`src/rtl/wishbone_rr_arbiter_if.sv`:
```
// wishbone_rr_arbiter_if: controller-side and device-side Wishbone classic signals of the arbiter
interface wishbone_rr_arbiter_if #(
    parameter int DAT_WIDTH = 8,
    parameter int NUM_CTRL  = 4
);
    logic [NUM_CTRL-1:0]           c_cyc_i;
    logic [NUM_CTRL-1:0]           c_stb_i;
    logic [NUM_CTRL-1:0]           c_we_i;
    logic [NUM_CTRL*DAT_WIDTH-1:0] c_dat_i;
    logic [NUM_CTRL-1:0]           c_ack_o;
    logic [NUM_CTRL-1:0]           c_err_o;
    logic [NUM_CTRL-1:0]           c_rty_o;
    logic [DAT_WIDTH-1:0]          c_dat_o;
    logic                          d_cyc_o;
    logic                          d_stb_o;
    logic                          d_we_o;
    logic [DAT_WIDTH-1:0]          d_dat_o;
    logic                          d_ack_i;
    logic                          d_err_i;
    logic                          d_rty_i;
    logic [DAT_WIDTH-1:0]          d_dat_i;
    logic [NUM_CTRL-1:0]           gnt_o;

    modport slave (
        input  c_cyc_i, c_stb_i, c_we_i, c_dat_i, d_ack_i, d_err_i, d_rty_i, d_dat_i,
        output c_ack_o, c_err_o, c_rty_o, c_dat_o, d_cyc_o, d_stb_o, d_we_o, d_dat_o, gnt_o
    );

    modport master (
        output c_cyc_i, c_stb_i, c_we_i, c_dat_i, d_ack_i, d_err_i, d_rty_i, d_dat_i,
        input  c_ack_o, c_err_o, c_rty_o, c_dat_o, d_cyc_o, d_stb_o, d_we_o, d_dat_o, gnt_o
    );
endinterface

```
`src/rtl/wishbone_rr_arbiter.sv`:
```
// wishbone_rr_arbiter: round-robin sharing of one Wishbone classic device with a stall watchdog
module wishbone_rr_arbiter #(
    parameter int DAT_WIDTH = 8,
    parameter int NUM_CTRL  = 4,
    parameter int TIMEOUT   = 16
) (
    input logic clk_i,
    input logic rst_i,
    wishbone_rr_arbiter_if.slave wb
);
    localparam int PW = (NUM_CTRL > 1) ? $clog2(NUM_CTRL) : 1;
    localparam int WW = (TIMEOUT > 1) ? $clog2(TIMEOUT) : 1;
    localparam logic [WW-1:0] WLIM = WW'((TIMEOUT > 0) ? TIMEOUT - 1 : 0);

    typedef enum logic [1:0] {IDLE, OWN, ABORT} state_e;

    state_e              state_q, state_d;
    logic [NUM_CTRL-1:0] gnt_q, gnt_d;
    logic [PW-1:0]       ptr_q, ptr_d, own_q, own_d;
    logic [WW-1:0]       wdog_q, wdog_d;
    logic [PW-1:0]       win;
    logic                found;
    logic                sel_cyc, sel_stb, resp, timeout;

    // first requester at or after the round-robin pointer
    always_comb begin
        win = '0;
        found = 1'b0;
        for (int i = 0; i < NUM_CTRL; i++) begin
            if (!found && wb.c_cyc_i[(int'(ptr_q) + i) % NUM_CTRL]) begin
                win = PW'((int'(ptr_q) + i) % NUM_CTRL);
                found = 1'b1;
            end
        end
    end

    assign sel_cyc = wb.c_cyc_i[own_q];
    assign sel_stb = wb.c_stb_i[own_q];
    assign resp    = wb.d_ack_i | wb.d_err_i | wb.d_rty_i;
    assign timeout = (TIMEOUT > 0) && (state_q == OWN) && sel_stb && !resp && (wdog_q == WLIM);
    assign wb.gnt_o = gnt_q;

    always_comb begin
        state_d = state_q;
        gnt_d = gnt_q;
        ptr_d = ptr_q;
        own_d = own_q;
        wdog_d = '0;
        wb.d_cyc_o = 1'b0;
        wb.d_stb_o = 1'b0;
        wb.d_we_o = 1'b0;
        wb.d_dat_o = '0;
        wb.c_dat_o = '0;
        wb.c_ack_o = '0;
        wb.c_err_o = '0;
        wb.c_rty_o = '0;
        if (state_q == IDLE && found) begin
            state_d = OWN;
            gnt_d = NUM_CTRL'(1) << win;
            own_d = win;
            ptr_d = (win == PW'(NUM_CTRL - 1)) ? '0 : win + 1'b1;
        end
        if (state_q == OWN) begin
            wb.d_cyc_o = sel_cyc;
            wb.d_stb_o = sel_stb;
            wb.d_we_o = wb.c_we_i[own_q];
            wb.d_dat_o = wb.c_dat_i[int'(own_q)*DAT_WIDTH +: DAT_WIDTH];
            wb.c_dat_o = wb.d_dat_i;
            wb.c_ack_o[own_q] = wb.d_ack_i & sel_cyc & sel_stb;
            wb.c_err_o[own_q] = (wb.d_err_i | timeout) & sel_cyc & sel_stb;
            wb.c_rty_o[own_q] = wb.d_rty_i & sel_cyc & sel_stb;
            wdog_d = (TIMEOUT > 0 && sel_stb && !resp && !timeout) ? wdog_q + 1'b1 : '0;
            state_d = !sel_cyc ? IDLE : timeout ? ABORT : OWN;
            gnt_d = !sel_cyc ? '0 : gnt_q;
        end
        if (state_q == ABORT) begin
            state_d = sel_cyc ? ABORT : IDLE;
            gnt_d = sel_cyc ? gnt_q : '0;
        end
    end

    always_ff @(posedge clk_i) begin
        if (rst_i) begin
            state_q <= IDLE;
            gnt_q <= '0;
            ptr_q <= '0;
            own_q <= '0;
            wdog_q <= '0;
        end else begin
            state_q <= state_d;
            gnt_q <= gnt_d;
            ptr_q <= ptr_d;
            own_q <= own_d;
            wdog_q <= wdog_d;
        end
    end
endmodule

```
`src/flat_wrapper.sv`:
```
// flat-port wrapper written by rule: the top's interface ports become plain ports
module wishbone_rr_arbiter_flat 
#(
    parameter int DAT_WIDTH = 8,
    parameter int NUM_CTRL  = 4,
    parameter int TIMEOUT   = 16
)
  (clk_i, rst_i, wb_c_cyc_i, wb_c_stb_i, wb_c_we_i, wb_c_dat_i, wb_d_ack_i, wb_d_err_i, wb_d_rty_i, wb_d_dat_i, wb_c_ack_o, wb_c_err_o, wb_c_rty_o, wb_c_dat_o, wb_d_cyc_o, wb_d_stb_o, wb_d_we_o, wb_d_dat_o, wb_gnt_o);
  wishbone_rr_arbiter_if #(.DAT_WIDTH(DAT_WIDTH), .NUM_CTRL(NUM_CTRL)) wb_i ();
  input logic clk_i;
  input logic rst_i;
  input wire logic [$bits(wb_i.c_cyc_i)-1:0] wb_c_cyc_i;
  input wire logic [$bits(wb_i.c_stb_i)-1:0] wb_c_stb_i;
  input wire logic [$bits(wb_i.c_we_i)-1:0] wb_c_we_i;
  input wire logic [$bits(wb_i.c_dat_i)-1:0] wb_c_dat_i;
  input wire logic [$bits(wb_i.d_ack_i)-1:0] wb_d_ack_i;
  input wire logic [$bits(wb_i.d_err_i)-1:0] wb_d_err_i;
  input wire logic [$bits(wb_i.d_rty_i)-1:0] wb_d_rty_i;
  input wire logic [$bits(wb_i.d_dat_i)-1:0] wb_d_dat_i;
  output wire logic [$bits(wb_i.c_ack_o)-1:0] wb_c_ack_o;
  output wire logic [$bits(wb_i.c_err_o)-1:0] wb_c_err_o;
  output wire logic [$bits(wb_i.c_rty_o)-1:0] wb_c_rty_o;
  output wire logic [$bits(wb_i.c_dat_o)-1:0] wb_c_dat_o;
  output wire logic [$bits(wb_i.d_cyc_o)-1:0] wb_d_cyc_o;
  output wire logic [$bits(wb_i.d_stb_o)-1:0] wb_d_stb_o;
  output wire logic [$bits(wb_i.d_we_o)-1:0] wb_d_we_o;
  output wire logic [$bits(wb_i.d_dat_o)-1:0] wb_d_dat_o;
  output wire logic [$bits(wb_i.gnt_o)-1:0] wb_gnt_o;
  assign wb_i.c_cyc_i = wb_c_cyc_i;
  assign wb_i.c_stb_i = wb_c_stb_i;
  assign wb_i.c_we_i = wb_c_we_i;
  assign wb_i.c_dat_i = wb_c_dat_i;
  assign wb_i.d_ack_i = wb_d_ack_i;
  assign wb_i.d_err_i = wb_d_err_i;
  assign wb_i.d_rty_i = wb_d_rty_i;
  assign wb_i.d_dat_i = wb_d_dat_i;
  assign wb_c_ack_o = wb_i.c_ack_o;
  assign wb_c_err_o = wb_i.c_err_o;
  assign wb_c_rty_o = wb_i.c_rty_o;
  assign wb_c_dat_o = wb_i.c_dat_o;
  assign wb_d_cyc_o = wb_i.d_cyc_o;
  assign wb_d_stb_o = wb_i.d_stb_o;
  assign wb_d_we_o = wb_i.d_we_o;
  assign wb_d_dat_o = wb_i.d_dat_o;
  assign wb_gnt_o = wb_i.gnt_o;
  wishbone_rr_arbiter #(.DAT_WIDTH(DAT_WIDTH), .NUM_CTRL(NUM_CTRL), .TIMEOUT(TIMEOUT)) u_core (.clk_i(clk_i), .rst_i(rst_i), .wb(wb_i));
endmodule
```
`config.mk`:
```
export PLATFORM = sky130hd
export DESIGN_NAME = wishbone_rr_arbiter_flat
export DESIGN_NICKNAME = d
export VERILOG_FILES = /design/src/rtl/wishbone_rr_arbiter_if.sv /design/src/rtl/wishbone_rr_arbiter.sv /design/src/flat_wrapper.sv
export SDC_FILE = /design/constraint.sdc
export NUM_CORES = 1
export LEC_CHECK = 0
export CAP_MARGIN = 20
export CORE_MARGIN = 3
export CORE_UTILIZATION = 25
export DETAILED_ROUTE_END_ITERATION = 8
export DONT_BUFFER_PORTS = 1
export HOLD_SLACK_MARGIN = 0.03
export SLEW_MARGIN = 30
export SYNTH_ARGS = -nofsm -noshare
export SYNTH_HDL_FRONTEND = slang
export SYNTH_SLANG_ARGS = --single-unit
```
`constraint.sdc`:
```
create_clock -name clk_i -period 5.2 [get_ports clk_i]
set_input_delay 0.52 -clock clk_i [delete_from_list [all_inputs] [get_ports clk_i]]
set_output_delay 0.52 -clock clk_i [all_outputs]
set_load 0.01 [all_outputs]
```
==> results of run 1 <==
## stage by stage
| stage | utilization | power, mW | hold WS, ps |
|---|---|---|---|
| 3_3_place_gp | 0.277 | 0.278 | 433 |
| 3_5_place_dp | 0.277 | 0.280 | 436 |
| 2_1_floorplan | - | 0.264 | 418 |
| 5_1_grt | 0.286 | 0.391 | 330 |
| 4_1_cts | 0.286 | 0.369 | 333 |
| 6_report | 0.286 | 0.362 | 340 |
## layout make-up
class,instances,area (um^2)
fillers,500,3260
flip-flops and latches,14,280
clock buffers,3,41.3
well taps,65,81.3
inverters,5,18.8
multi-input cells,109,885
## per-layer routing
layer  part of all wire  global-route usage
met2               0.48               0.168
met4                  0              0.0217
met5                  0                   0
met3              0.091              0.0461
met1               0.43               0.141
## logic make-up (layout without fill, tap and decap cells)
logic type	count (synthesis)	in the layout	synth area share
adder cells (fa/ha/maj)	5	5	0.0509
AO/OA/AOI/OAI	20	20	0.116
XOR/XNOR	2	2	0.0142
multiplexers	12	12	0.228
buffers and inverters	14	8	0.0549
AND/OR/NAND/NOR	70	70	0.308
flip-flops	14	14	0.228
## flip-flops by register name, indices dropped and copies added, names as in the netlist
register and flops:
u_core.own_q 2, u_core.ptr_q 2, u_core.state_q 2, u_core.wb.gnt_o 4, u_core.wdog_q 4
## cell usage in the layout (no fill, tap or decap)
cell and instances:
nand3b_1 1, mux4_1 6, a22o_1 5, nand4_1 1, o21ai_0 1, dfxtp_1 14, and2_1 19, o21a_1 1
mux4_2 5, nor4_1 4, a21oi_2 1, inv_1 5, nor2_1 17, nand2b_1 4, nor2_2 1, clkbuf_8 3
xnor2_1 1, o21ai_2 1, a311o_1 1, a21oi_1 7, nor4_2 1, ha_1 5, nor3_1 3, nor2b_1 1
nor2b_2 1, nand2_1 8, o221ai_1 1, or3_1 2, and2_4 1, o22ai_1 1, o41ai_1 1, mux2i_1 1
nand3_1 5, nor3_2 1, xor2_1 1
## power by group through the flow
stage,combinational (mW),clock (mW),sequential [mW]
finish,0.130,0.0867,0.145
global route,0.145,0.0959,0.150
CTS,0.132,0.0913,0.146
detailed placement,0.132,0,0.148
global placement,0.130,0,0.148
floorplan,0.135,0,0.129
## worst paths after layout
check                       endpoint  slack, ps        startpoint  cells past startpoint
hold / removal       u_core.ptr_q[1]        340             rst_i                      1
setup / recovery       wb_c_rty_o[0]       2470   u_core.own_q[0]                      4
hold reg to reg     u_core.wdog_q[0]        450  u_core.wdog_q[0]                      1
setup reg to reg  u_core.wb.gnt_o[2]       3190   u_core.own_q[1]                      4
==> flow_summary.yaml, run 1 <==
run_status:
  status: "complete, no violations"
timing:
  min_period_ps: 2730
  finalSetupViolations: 0
  finalSetupTns_ps: 0
  hold_viol: 0
  setup_ws_ps: 2470
  tightest_slew_ps: 784
  rsz0062_at_grt: "false"
  clock_skew_ps: 5.93
  slew_headroom: 0.477
  timing.final.crit_share: 0.526
  timing.fmax_mhz: 366
  drv_slew: 0
floorplanning:
  rows: 24
  design.portCount: 92
  dieArea_um2: 5800
  core_area_um2: 4560
  die_w_um: 76.1
  die_height_um: 76.1
  start_util: 0.269
worst_hold_path:
  min_path_type: "primary input to register"
drt:
  routedWlPerCell_um: 16.4
  initialDrtViolationCount: 44
  antenna_left: 0
  wirelength_um: 3210
  viasPerCell: 5.28
  first_pass_iters: 4
  drc: 0
  vias: 1035
pwr:
  intPower_mw: 0.233
  p_leak_nw: 0.444
  pwr-share-clk: 0.240
  pwr-share-seq: 0.402
  p_sw_frac: 0.355
  p_per_area_nw_per_um2: 277
  vdd_drop_max_uv: 75.9
  p_comb_frac: 0.359
  p_sw_mw: 0.128
synthesis:
  synth_seq_cells: 14
  yosysMostFrequentCell: "and2_1"
  syn_inst: 137
  synth_cell_types: 37
  syn_avg_cell_area_um2: 8.98
  synth_top_cell_by_area: "dfxtp_1"
  synthTopCellsByCount: "and2_1, nor2_1, dfxtp_1"
  syn_nets: 199
  synth_flop_cell: "dfxtp_1"
  synth_area_leaders: "dfxtp_1, mux4_1, and2_1, mux4_2, nor2_1"
  seq_area_frac_synth: 0.228
  syn_area_um2: 1230
  yosys_warnings: 0
  synth_edf_count: 0
  synth_top_area_share: 0.228
  ys_async_sr_fraction: 0
finish:
  fin_nets: 195
  finalNonFillerCells: 196
  drive_gt1_frac: 0.115
  finalInstanceArea_um2: 1310
  syn_to_final_growth_pct: 6.21
  antenna_cells: 0
grt:
  grt_pass1_wl_um: 5180
  grt_max_degree: 22
  antenna_found_initial: 0
  track_usage: 0.108
  grt_pass1_vias: 955
  grt_remaining_overflow: 0
cts:
  htreeDepth: 1
  cts_setup_buffers: 0
  root_buffer: "clkbuf_8"
  cts_tree: "built"
  cts_hold_buf: 0
  clk_pin_slew_ps: 60
  cts.path.max_buffers: 2
  worstSkewPairLatency_ps: 240
  post_cts_resized: 0
  numCtsBuffers: 3
  cts_sinks: 14
placement:
  dp.cells: 193
  port-buffer-count: 0
  dp_slack_ps: 2700
  place_congestion: 0.731
  hpwl_um: 2710
  post_dp_cell_area_um2: 1260
worst_setup_path:
  path_max_fanout: 18
  critical_path_buf_inv_count: 0
  path_delay_family: "flip-flops"
  cp-end-kind: "output pin"
  setup.worst_path.class: "register to output pin"
  cpPeakStageDelay_ps: 830
  cp_cell_sequence: "mux4_2, and2_4, nand2_1, nor4_1"
  setup.worst_path.start_class: "register"
  slowest_stage: "dfxtp_1"
  worstPathRequired_ps: 4680
  cp.arrival_ps: 2210
job:
  cap_violations: 0
(Power assumes the default switching activity.)
==> inputs of run 2 (changes only) <==
==> constraint.sdc (replaced) <==
create_clock -name clk_i -period 2.46 [get_ports clk_i]
set_input_delay 0.246 -clock clk_i [delete_from_list [all_inputs] [get_ports clk_i]]
set_output_delay 0.246 -clock clk_i [all_outputs]
set_load 0.01 [all_outputs]
==> run 2 against run 1 <==
  * Count of clock-buffer cells in the layout is the same
  * Sequential share of layout area down 0.68 points
  * Clock skew is 3.8 ps higher
  * Critical endpoint unchanged
  * Largest cell class unchanged
  * Largest power group is now combinational cells
  * Highest routed layer is now met4
==> flow_summary.yaml, run 2 (same netlist as run 1, synthesis figures left out) <==
run_status:
  status: "complete, no violations"
pwr:
  pwr-share-seq: 0.365
  p_sw_mw: 0.283
  pwr-share-clk: 0.244
  p_comb_frac: 0.391
  p_leak_nw: 0.475
  intPower_mw: 0.505
  p_per_area_nw_per_um2: 584
  vdd_drop_max_uv: 175
  p_sw_frac: 0.359
drt:
  antenna_left: 0
  drc: 0
  routedWlPerCell_um: 16.1
  initialDrtViolationCount: 42
  first_pass_iters: 4
  vias: 1025
  viasPerCell: 5.07
  wirelength_um: 3250
timing:
  finalSetupViolations: 0
  min_period_ps: 2160
  slew_headroom: 0.558
  setup_ws_ps: 301
  rsz0062_at_grt: "false"
  drv_slew: 0
  timing.final.crit_share: 0.878
  clock_skew_ps: 9.72
  tightest_slew_ps: 661
  finalSetupTns_ps: 0
  hold_viol: 0
  timing.fmax_mhz: 463
worst_setup_path:
  cp-endpoint: "wb_c_rty_o[0]"
  reg2reg_slack_ps: 590
  cp_cell_sequence: "mux4_2, and2_4, nand2_1, nor4_1, buf_4"
  crit_start: "u_core.own_q[0]"
  cp.depth: 5
  reg2reg_to: "u_core.wb.gnt_o[2]"
  cp-end-kind: "output pin"
  worstPathRequired_ps: 2210
  critical_path_buf_inv_count: 1
  path_delay_family: "multiplexers"
  slowest_stage: "mux4_2"
  reg2reg_depth: 6
  path_max_fanout: 8
  reg2reg_from: "u_core.ptr_q[1]"
  setup.worst_path.start_class: "register"
  cpPeakStageDelay_ps: 600
  setup.worst_path.class: "register to output pin"
  cp.arrival_ps: 1910
cts:
  cts_setup_buffers: 0
  post_cts_resized: 0
  cts_sinks: 14
  htreeDepth: 1
  clk_pin_slew_ps: 60
  root_buffer: "clkbuf_8"
  numCtsBuffers: 3
  cts.path.max_buffers: 2
  cts_tree: "built"
  worstSkewPairLatency_ps: 250
  cts_hold_buf: 0
worst_hold_path:
  min_path_type: "primary input to register"
  hold_depth: 1
placement:
  dp_slack_ps: 555
  place_congestion: 0.749
  port-buffer-count: 0
  hpwl_um: 2750
  post_dp_cell_area_um2: 1310
floorplanning:
  rows: 24
  design.portCount: 92
  die_w_um: 76.1
  dieArea_um2: 5800
  start_util: 0.269
  die_height_um: 76.1
  core_area_um2: 4560
grt:
  met3_usage: 0.0556
  grt_pass1_vias: 999
  grt_max_degree: 18
  grt_pass1_wl_um: 5110
  antenna_found_initial: 0
  grt_use_met1: 0.120
  grt_remaining_overflow: 0
  track_usage: 0.109
  grt_use_met2: 0.182
  busiest_layer: "met2"
finish:
  fin_nets: 201
  multiInputGateArea_um2: 882
  final_common_cell: "and2_1"
  finalInstanceArea_um2: 1350
  drive_gt1_frac: 0.146
  antenna_cells: 0
  post-route-util: 0.296
  nFillCells: 513
  seq_area_um2: 280
  final_cell_mix: "and2_1, nor2_1, dfxtp_1"
  syn_to_final_growth_pct: 9.66
job:
  cap_violations: 0
-- run 2: worst min path at each step --
stage / start / to
final: rst_i / u_core.state_q[1]
after global routing: rst_i / u_core.state_q[1]
after CTS: rst_i / u_core.state_q[1]
after detailed placement: rst_i / u_core.state_q[1]
after global placement: rst_i / u_core.state_q[1]
after floorplan: u_core.wdog_q[0] / u_core.wdog_q[0]
-- run 2: per-layer routing --
metal / wire, um / vias up / part of all wire
met5: 0 / - / 0
met2: 1550 / 47 / 0.48
li1: - / 503 / -
met4: 31 / 0 / 0.0095
met3: 375 / 3 / 0.12
met1: 1300 / 472 / 0.40
-- run 2: power by group through the flow --
stage               Combinational [mW]  Clock (mW)  Sequential, mW
floorplan                        0.286           0           0.272
global placement                 0.311           0           0.293
detailed placement               0.312           0           0.293
CTS                              0.313       0.196           0.288
global route                     0.345       0.208           0.293
finish                           0.308       0.192           0.287
-- run 2: metrics by stage --
stage	hold slack, ps	std cells	power, mW
floorplan	418	137	0.558
global placement	318	199	0.604
detailed placement	321	199	0.605
CTS	52.2	202	0.798
global route	50.3	202	0.846
finish	55.6	202	0.788
-- run 2: final cells by class --
type / instances / area share
inverters: 5 / 0.0139
repair buffers: 6 / 0.0334
flip-flops and latches: 14 / 0.208
well taps: 65 / 0.0603
multi-input cells: 109 / 0.654
clock buffers: 3 / 0.0306
